==> config.mk <==
export PLATFORM = sky130hd
export DESIGN_NAME = spi_slave_reg_ctrl_flat
export DESIGN_NICKNAME = d
export VERILOG_FILES = /design/src/rtl/spi_slave_reg_ctrl_if.sv /design/src/rtl/spi_slave_reg_ctrl.sv /design/src/flat_wrapper.sv
export SDC_FILE = /design/constraint.sdc
export NUM_CORES = 1
export LEC_CHECK = 0
export ABC_AREA = 0
export BUFFER_PORTS_ARGS = -buffer_cell sky130_fd_sc_hd__buf_2
export CAP_MARGIN = 20
export CORE_MARGIN = 4
export CORE_UTILIZATION = 42
export DETAILED_ROUTE_END_ITERATION = 12
export PLACE_DENSITY = 0.76
export SLEW_MARGIN = 10
export SYNTH_ARGS = -nofsm -noshare
export SYNTH_HDL_FRONTEND = slang
export SYNTH_SLANG_ARGS = --single-unit
==> constraint.sdc <==
create_clock -name sclk -period 1.6 [get_ports sclk]
set_clock_uncertainty 0.05 [all_clocks]
set_input_delay 0.16 -clock sclk [delete_from_list [all_inputs] [get_ports sclk]]
set_output_delay 0.16 -clock sclk [all_outputs]
set_load 0.005 [all_outputs]
==> src/rtl/spi_slave_reg_ctrl_if.sv <==
// spi_slave_reg_ctrl_if: byte stream from the SPI shifter plus the register file read/write ports.
// The slave modport is the sequencer's view; master is the surrounding SPI/register environment.
interface spi_slave_reg_ctrl_if #(parameter int REG_SIZE = 8);
    logic                cs_end;
    logic [REG_SIZE-1:0] rx_data;
    logic                rx_valid;
    logic [REG_SIZE-1:0] tx_data;
    logic                tx_valid;
    logic                tx_ready;
    logic [REG_SIZE-1:0] reg_wr_data;
    logic [1:0]          reg_wr_addr;
    logic                reg_wr_valid;
    logic [1:0]          reg_rd_addr;
    logic [REG_SIZE-1:0] reg_rd_data;
    logic                busy;
    logic                err_cmd;
    modport slave (
        input  cs_end, rx_data, rx_valid, tx_ready, reg_rd_data,
        output tx_data, tx_valid, reg_wr_data, reg_wr_addr, reg_wr_valid, reg_rd_addr, busy, err_cmd
    );
    modport master (
        output cs_end, rx_data, rx_valid, tx_ready, reg_rd_data,
        input  tx_data, tx_valid, reg_wr_data, reg_wr_addr, reg_wr_valid, reg_rd_addr, busy, err_cmd
    );
endinterface

==> src/rtl/spi_slave_reg_ctrl.sv <==
// spi_slave_reg_ctrl: decodes the first SPI byte as a command and drives register file writes/reads.
// Define SPI_REG_CTRL_AUTOINC_EN to honour command bit [5] (address auto-increment for bursts).
module spi_slave_reg_ctrl #(parameter int REG_SIZE = 8) (
    input logic                  sclk,
    input logic                  rstn,
    spi_slave_reg_ctrl_if.slave  io_bus
);
    typedef enum logic [1:0] {IDLE, WRITE, READ, DISCARD} state_t;
    state_t              r_state, w_state_nxt;
    logic [1:0]          r_addr, w_addr_nxt;
    logic                r_inc, w_inc_nxt;
    logic                r_wr_valid, w_wr_valid_nxt;
    logic [1:0]          r_wr_addr, w_wr_addr_nxt;
    logic [REG_SIZE-1:0] r_wr_data, w_wr_data_nxt;
    logic                r_err, w_err_nxt;
    logic                w_cmd_inc;
`ifdef SPI_REG_CTRL_AUTOINC_EN
    assign w_cmd_inc = io_bus.rx_data[5];
`else
    assign w_cmd_inc = 1'b0;
`endif
    always_ff @(posedge sclk or negedge rstn) begin
        if (!rstn) begin
            r_state    <= IDLE;
            r_addr     <= 2'd0;
            r_inc      <= 1'b0;
            r_wr_valid <= 1'b0;
            r_wr_addr  <= 2'd0;
            r_wr_data  <= '0;
            r_err      <= 1'b0;
        end else begin
            r_state    <= w_state_nxt;
            r_addr     <= w_addr_nxt;
            r_inc      <= w_inc_nxt;
            r_wr_valid <= w_wr_valid_nxt;
            r_wr_addr  <= w_wr_addr_nxt;
            r_wr_data  <= w_wr_data_nxt;
            r_err      <= w_err_nxt;
        end
    end
    // cs_end overrides everything, including a byte arriving in the same cycle
    always_comb begin
        w_state_nxt    = r_state;
        w_addr_nxt     = r_addr;
        w_inc_nxt      = r_inc;
        w_wr_valid_nxt = 1'b0;
        w_wr_addr_nxt  = r_wr_addr;
        w_wr_data_nxt  = r_wr_data;
        w_err_nxt      = 1'b0;
        if (io_bus.cs_end) begin
            w_state_nxt = IDLE;
            w_inc_nxt   = 1'b0;
        end else begin
            case (r_state)
                IDLE: if (io_bus.rx_valid) begin
                    w_state_nxt = io_bus.rx_data[7] ? (io_bus.rx_data[6] ? READ : WRITE) : DISCARD;
                    w_err_nxt   = !io_bus.rx_data[7];
                    w_addr_nxt  = io_bus.rx_data[1:0];
                    w_inc_nxt   = w_cmd_inc;
                end
                WRITE: if (io_bus.rx_valid) begin
                    w_wr_valid_nxt = 1'b1;
                    w_wr_addr_nxt  = r_addr;
                    w_wr_data_nxt  = io_bus.rx_data;
                    w_addr_nxt     = r_addr + {1'b0, r_inc};
                end
                READ: if (io_bus.tx_ready) w_addr_nxt = r_addr + {1'b0, r_inc};
                default: ;
            endcase
        end
    end
    assign io_bus.tx_valid     = r_state == READ;
    assign io_bus.tx_data      = io_bus.reg_rd_data;
    assign io_bus.reg_rd_addr  = r_addr;
    assign io_bus.reg_wr_valid = r_wr_valid;
    assign io_bus.reg_wr_addr  = r_wr_addr;
    assign io_bus.reg_wr_data  = r_wr_data;
    assign io_bus.busy         = r_state != IDLE;
    assign io_bus.err_cmd      = r_err;
endmodule

==> src/flat_wrapper.sv <==
// flat-port wrapper written by rule: the top's interface ports become plain ports
module spi_slave_reg_ctrl_flat 
#(parameter int REG_SIZE = 8)
  (sclk, rstn, io_bus_cs_end, io_bus_rx_data, io_bus_rx_valid, io_bus_tx_ready, io_bus_reg_rd_data, io_bus_tx_data, io_bus_tx_valid, io_bus_reg_wr_data, io_bus_reg_wr_addr, io_bus_reg_wr_valid, io_bus_reg_rd_addr, io_bus_busy, io_bus_err_cmd);
  spi_slave_reg_ctrl_if #(.REG_SIZE(REG_SIZE)) io_bus_i ();
  input logic sclk;
  input logic rstn;
  input wire logic [$bits(io_bus_i.cs_end)-1:0] io_bus_cs_end;
  input wire logic [$bits(io_bus_i.rx_data)-1:0] io_bus_rx_data;
  input wire logic [$bits(io_bus_i.rx_valid)-1:0] io_bus_rx_valid;
  input wire logic [$bits(io_bus_i.tx_ready)-1:0] io_bus_tx_ready;
  input wire logic [$bits(io_bus_i.reg_rd_data)-1:0] io_bus_reg_rd_data;
  output wire logic [$bits(io_bus_i.tx_data)-1:0] io_bus_tx_data;
  output wire logic [$bits(io_bus_i.tx_valid)-1:0] io_bus_tx_valid;
  output wire logic [$bits(io_bus_i.reg_wr_data)-1:0] io_bus_reg_wr_data;
  output wire logic [$bits(io_bus_i.reg_wr_addr)-1:0] io_bus_reg_wr_addr;
  output wire logic [$bits(io_bus_i.reg_wr_valid)-1:0] io_bus_reg_wr_valid;
  output wire logic [$bits(io_bus_i.reg_rd_addr)-1:0] io_bus_reg_rd_addr;
  output wire logic [$bits(io_bus_i.busy)-1:0] io_bus_busy;
  output wire logic [$bits(io_bus_i.err_cmd)-1:0] io_bus_err_cmd;
  assign io_bus_i.cs_end = io_bus_cs_end;
  assign io_bus_i.rx_data = io_bus_rx_data;
  assign io_bus_i.rx_valid = io_bus_rx_valid;
  assign io_bus_i.tx_ready = io_bus_tx_ready;
  assign io_bus_i.reg_rd_data = io_bus_reg_rd_data;
  assign io_bus_tx_data = io_bus_i.tx_data;
  assign io_bus_tx_valid = io_bus_i.tx_valid;
  assign io_bus_reg_wr_data = io_bus_i.reg_wr_data;
  assign io_bus_reg_wr_addr = io_bus_i.reg_wr_addr;
  assign io_bus_reg_wr_valid = io_bus_i.reg_wr_valid;
  assign io_bus_reg_rd_addr = io_bus_i.reg_rd_addr;
  assign io_bus_busy = io_bus_i.busy;
  assign io_bus_err_cmd = io_bus_i.err_cmd;
  spi_slave_reg_ctrl #(.REG_SIZE(REG_SIZE)) u_core (.sclk(sclk), .rstn(rstn), .io_bus(io_bus_i));
endmodule
==> summary.txt, run 1 <==
Timing
  – Final worst slack: 95.1 ps
  – Final Cycle Share: 0.941
  – RSZ-0062 raised after global routing: no
  – Tmin final: 1500 ps
  – Slew @ Worst Pin: 343 ps
  – Setup TNS: 0 ps
  – F_max: 664 MHz
  – Slew headroom: 0.771
  – Slew Limit Fails: 0
  – Final setup fails: 0
  – Hold Vio Cnt, Final: 0

Clock tree
  – Root Buffer: clkbuf_4
  – CTS max path bufs: 2
  – TritonCTS clock tree: done
  – TritonCTS Buffers: 3
  – Clk_lat worst skew: 290 ps
  – Clock net sink count: 16
  – Clk pin slew, worst setup/hold paths: 100 ps
  – CTS H-tree depth: 1

Drt
  – Antenna viol nets, final: 0
  – DRC Markers: 0
  – Vias: 492
  – Via density: 4.56
  – Routed WL per cell: 13.2 µm
  – DRT Pass-1 Iters: 4
  – Final WL: 1430 µm
  – Initial DRC count: 5

Power and ir drop
  – Switching Share: 0.266
  – Clock share of power: 0.206
  – Power Density: 1330 mW/mm²
  – Comb pwr share: 0.326
  – Sequential power share: 0.468
  – Peak supply drop: 0.515 mV
  – Net Sw Power: 0.341 mW
  – Int Pwr: 0.939 mW
  – P_leak: 0.539 nW

Global route
  – Gr ovfl total: 0
  – GRT Total Usage: 0.120
  – Vias in the first global route: 526
  – Largest net degree at the start of global routing: 17
  – Global-route wire length before repair: 2330 µm
  – Antenna violations before repair: 0

Yosys
  – Simple-gate area share of the yosys netlist: 0.0722
  – FF+latch count, synth: 16
  – Synth Area per Inst: 14.0 µm²
  – Multiplexer share of the synthesized area: 0.212
  – Mapped Area: 797 µm²
  – Syn Nets: 82
  – Synth Instances: 57
  – Adder-cell share of the synthesized area: 0.0628
  – Register area share after synthesis: 0.502
  – Cell variety after synth: 15
  – Yosys Warn Count: 0
  – Largest family of logic cells by synthesized area: multiplexers
  – Synth Area in XOR/XNOR: 0
  – Synth Area in Compound Gates: 0.0377

Worst hold path
  – HP Class: input port to flip-flop

Worst setup path
  – Arr. time, crit path: 1640 ps
  – CP Capture Type: flip-flop
  – Worst Path Buf+Inv: 1
  – Crit path launch type: flip-flop
  – Crit path max fanout: 3
  – Worst Path Required: 1730 ps
  – Worst-path cell chain: inv_1 -> ha_2 -> nor2_1 -> o221ai_2 -> mux2_2
  – CP Class: flip-flop to flip-flop
  – Crit path max-delay cell type: dfrtp_1
  – CP peak stage delay: 410 ps
  – Cell family with the largest share of critical-path delay: flip-flops

Run status
  – Outcome: finished clean

Floorplanning
  – Initial Util: 0.452
  – Core area: 0.00176 mm²
  – Die area: 0.00266 mm²
  – Ports: 45
  – Die Span Y: 51.6 µm
  – Row count: 15
  – Chip Width: 51.6 µm

Cells and area
  – Area grow syn2layout: 20.9%
  – Share of cells above drive strength 1: 0.590
  – Nets: 109
  – Fillers: 166
  – Ant diodes: 0

Flow run
  – Max-cap violation count: 0

Placed design
  – Placer congestion estimate: 0.824
  – Hpwl dp: 1110 µm
  – # port buffers: 28
  – Post-Place Worst Slack: 44.1 ps
==> registers in the layout, indices dropped and copies added (netlist names) <==
signal / cells
u_core.io_bus.err_cmd: 1
u_core.io_bus.reg_rd_addr: 2
u_core.io_bus.reg_wr_addr: 2
u_core.io_bus.reg_wr_data: 8
u_core.io_bus.reg_wr_valid: 1
u_core.r_state: 2
==> cells in the final DEF (no fill, tap or decap) <==
cell type / count
buf_4: 1
mux2_4: 9
inv_1: 5
ha_1: 3
buf_2: 28
a211oi_1: 2
nand3b_4: 1
dfrtp_1: 16
nand2_1: 2
clkbuf_4: 3
clkbuf_8: 1
mux2_2: 3
dlygate4sd3_1: 2
nor2_1: 2
o221ai_2: 1
nor3_2: 1
nor3b_1: 1
ha_2: 1
nor3_1: 1
==> layer usage <==
layer,track usage,part of all wire,up-vias
li1,-,-,237
met1,0.129,0.41,222
met2,0.203,0.47,33
met3,0.0716,0.12,0
met4,0.0262,0,0
met5,0,0,-
==> metrics by stage <==
stage	hold slack [ps]	total power, mW	std cells	instance area (µm²)	utilization
5_1_grt	47.4	1.37	108	963	0.546
2_1_floorplan	-186	0.853	57	797	-
4_1_cts	38.4	1.30	107	953	0.540
3_5_place_dp	42.5	1.02	101	897	0.509
6_report	51.3	1.28	108	963	0.546
3_3_place_gp	39.3	1.01	101	897	0.509
==> cells in the mapped netlist (all sizes together) <==
master,number,area (µm²)
nand2,2,7.51
inv,5,18.8
nor2,2,7.51
a211oi,2,15.0
nand3b,1,20.0
nor3,2,15.0
o221ai,1,15.0
dfrtp,16,400
ha,4,50.1
nor3b,1,7.51
buf,9,71.3
mux2,12,169
==> layout make-up <==
class | count | area (µm²) | share of cell area
flip-flops and latches | 16 | 400 | 0.416
repair buffers | 31 | 168 | 0.174
clock buffers | 4 | 36.3 | 0.0377
inverters | 5 | 18.8 | 0.0195
multi-input cells | 27 | 309 | 0.321
well taps | 25 | 31.3 | 0.0325
==> repair_timing <==
item	CTS	global route
gates resized for setup	0	1
setup buffers	0	1
endpoints found under the hold margin	17	0
endpoints found under the setup margin	0	2
hold buffers	2	0
==> power by group through the flow <==
stage	clock network [mW]	registers, mW	logic (mW)
floorplan	0	0.621	0.232
global placement	0	0.605	0.404
detailed placement	0	0.611	0.413
CTS	0.277	0.602	0.419
global route	0.292	0.615	0.461
finish	0.264	0.599	0.417
==> kinds of logic (layout without fill, tap and decap cells) <==
group	after synthesis	after routing
buffers and inverters	14	40
DFF	16	16
and+or+nand+nor	8	8
AOI/OAI and AO/OA	3	3
muxes	12	12
adders and majority gates	4	4
==> final timing paths <==
check | startpoint | to | slack, ps | cells past startpoint
worst max-delay path | u_core.r_state[1] | u_core.io_bus.reg_rd_addr[1] | 100 | 5
worst min-delay path | io_bus_cs_end | u_core.r_state[0] | 50 | 2
worst max register to register | u_core.r_state[1] | u_core.io_bus.reg_rd_addr[1] | 100 | 5
worst min register to register | u_core.io_bus.reg_wr_addr[0] | u_core.io_bus.reg_wr_addr[0] | 460 | 1
max in group asynchronous | rstn | u_core.io_bus.reg_wr_data[7] | 990 | 2
min in group asynchronous | rstn | u_core.io_bus.err_cmd | 250 | 2
Note: power is estimated with default switching activity, not from simulation.
==> run 2: changes to the inputs <==
--- a/config.mk
+++ b/config.mk
@@ -11,7 +11,8 @@
 export CORE_MARGIN = 4
 export CORE_UTILIZATION = 42
 export DETAILED_ROUTE_END_ITERATION = 12
-export PLACE_DENSITY = 0.76
+export PLACE_DENSITY = 0.77
+export RECOVER_POWER = 100
 export SLEW_MARGIN = 10
 export SYNTH_ARGS = -nofsm -noshare
 export SYNTH_HDL_FRONTEND = slang
==> run 2 against run 1 <==
Combinational power shrank 20%. Via count rose by 0.81%. Die area did not move. Count of clock-buffer cells in the layout stayed put. Global-route usage decreased by 0.49 points. Flip-flop and latch count did not move. Critical path depth stayed put. Register-to-register slack about the same. Maximum frequency grew 0.47%. Non-clock buffer count stayed put. Worst setup slack better by 7.1 ps. Critical path type unchanged.
==> summary.txt, run 2 (synthesis results as in run 1) <==
Floorplanning
  – Ports: 45 (unchanged)
  – Row count: 15 (unchanged)
  – Die Span Y: 51.6 µm (unchanged)
  – Core area: 0.00176 mm² (unchanged)
  – Chip Width: 51.6 µm (unchanged)
  – Die area: 0.00266 mm² (unchanged)
  – Initial Util: 0.452 (unchanged)

Power and ir drop
  – Int Pwr: 0.857 mW (-8.7%)
  – Sequential power share: 0.501 (+0.033)
  – Power Density: 1300 mW/mm² (-2.0%)
  – Net Sw Power: 0.333 mW (-2.1%)
  – Comb pwr share: 0.280 (-0.046)
  – Switching Share: 0.280 (+0.0139)
  – Clock share of power: 0.219 (+0.013)
  – P_leak: 0.472 nW (-12%)
  – Peak supply drop: 0.413 mV (-20%)

Timing
  – Final Cycle Share: 0.936 (-0.00441)
  – Slew Limit Fails: 0 (unchanged)
  – RSZ-0062 raised after global routing: no
  – Setup TNS: 0 ps (unchanged)
  – Hold Vio Cnt, Final: 0 (unchanged)
  – Slew headroom: 0.448 (-0.323)
  – Slew @ Worst Pin: 828 ps (+485 ps)
  – Hold WS: 29.2 ps (-22.1 ps)
  – F_max: 668 MHz (+0.47%)
  – Tmin final: 1500 ps (-7.06 ps)
  – Final setup fails: 0 (unchanged)

Global route
  – Gr ovfl total: 0 (unchanged)
  – Antenna violations before repair: 0 (unchanged)
  – GRT Total Usage: 0.116 (-0.00489)
  – Largest net degree at the start of global routing: 17 (unchanged)
  – Vias in the first global route: 511 (-2.9%)
  – Global-route wire length before repair: 2280 µm (-2.1%)

Flow run
  – Max-cap violation count: 0 (unchanged)

Cells and area
  – Most frequent cells in the layout: buf_2 (20), dfrtp_1 (16), clkbuf_1 (9)
  – Fillers: 174 (+4.8%)
  – Ant diodes: 0 (unchanged)
  – Largest register FFs: 8 (unchanged)
  – Most common cell after layout, fill and taps aside: buf_2
  – Area grow syn2layout: 14.8%
  – Nets: 109 (unchanged)
  – Share of cells above drive strength 1: 0.398 (-0.193)

Worst setup path
  – Worst-path cell chain: inv_1 -> ha_1 -> nor3_2 -> o221ai_2 -> mux2_2
  – Crit path launch type: flip-flop
  – CP peak stage delay: 390 ps (-20 ps)
  – Crit path max fanout: 3 (unchanged)
  – Cell family with the largest share of critical-path delay: flip-flops
  – Worst Path Buf+Inv: 1 (unchanged)
  – Arr. time, crit path: 1620 ps (-20 ps)
  – CP Capture Type: flip-flop
  – Crit path max-delay cell type: dfrtp_1
  – Worst Path Required: 1720 ps (about the same)
  – Reg2Reg Setup Slack: 100 ps (about the same)
  – CP Class: flip-flop to flip-flop

Placed design
  – Hpwl dp: 1070 µm (-3.9%)
  – # port buffers: 28 (unchanged)
  – Placer congestion estimate: 0.742 (-10%)

Drt
  – Final WL: 1350 µm (-5.9%)
  – Antenna viol nets, final: 0 (unchanged)
  – DRC Markers: 0 (unchanged)
  – Via density: 4.59 (+0.81%)
  – Vias: 496 (+0.81%)
  – DRT Pass-1 Iters: 4 (unchanged)
  – Initial DRC count: 4 (-1)
  – Routed WL per cell: 12.5 µm (-5.9%)

Clock tree
  – Clk_lat worst skew: 270 ps (-20 ps)
  – Clock net sink count: 16 (unchanged)
  – Clk pin slew, worst setup/hold paths: 90 ps (about the same)
  – CTS max path bufs: 2 (unchanged)
  – TritonCTS clock tree: done
  – Root Buffer: clkbuf_4
  – CTS H-tree depth: 1 (unchanged)
  – TritonCTS Buffers: 3 (unchanged)

Run status
  – Outcome: finished clean

Worst hold path
  – HP Class: input port to flip-flop
run 2: repair_timing:
action / 4_1_cts / 5_1_grt
endpoints found under the setup margin: 0 / 2
setup buffers: 0 / 2
gates resized for setup: 0 / 2
hold endpoints to repair: 16 / 0
hold buffers: 1 / 0
run 2: power groups by stage:
stage                     clock network, mW  logic (mW)  registers, mW
after floorplan                           0       0.232          0.621
after global placement                    0       0.406          0.604
after detailed placement                  0       0.413          0.612
after CTS                             0.267       0.418          0.603
after global routing                  0.292       0.372          0.614
final                                 0.260       0.334          0.597
run 2: metrics by stage:
step	cell area [µm²]	total power, mW	cells	setup slack, ps	util
after floorplan	797	0.853	57	151	-
after global placement	897	1.01	101	89.5	0.509
after detailed placement	897	1.03	101	46.5	0.509
after global routing	915	1.28	108	20.0	0.518
after CTS	943	1.29	106	36.3	0.535
final	915	1.19	108	102	0.518
run 2: worst paths after layout:
path                                               from  cells past startpoint                      endpoint
setup / recovery                      u_core.r_state[0]                      5  u_core.io_bus.reg_rd_addr[0]
hold / removal                        io_bus_rx_data[7]                      2         u_core.io_bus.err_cmd
setup reg to reg                      u_core.r_state[0]                      5  u_core.io_bus.reg_rd_addr[0]
hold reg to reg            u_core.io_bus.reg_wr_data[3]                      1  u_core.io_bus.reg_wr_data[3]
max in group asynchronous                          rstn                      2             u_core.r_state[1]
min in group asynchronous                          rstn                      2  u_core.io_bus.reg_wr_data[0]
run 2: cell type report:
type | count | area (µm²) | share of cell area
multi-input combinational | 27 | 277 | 0.302
timing repair buffer | 31 | 151 | 0.166
clock buffer | 4 | 36.3 | 0.0397
tap | 25 | 31.3 | 0.0342
sequential | 16 | 400 | 0.438
inverter | 5 | 18.8 | 0.0205
run 2: layer usage:
layer | track usage | up-vias | part of all wire
met5 | 0 | - | 0
met4 | 0.0568 | 0 | 0.015
met3 | 0.0401 | 2 | 0.074
met2 | 0.199 | 19 | 0.53
met1 | 0.125 | 240 | 0.38
li1 | - | 235 | -
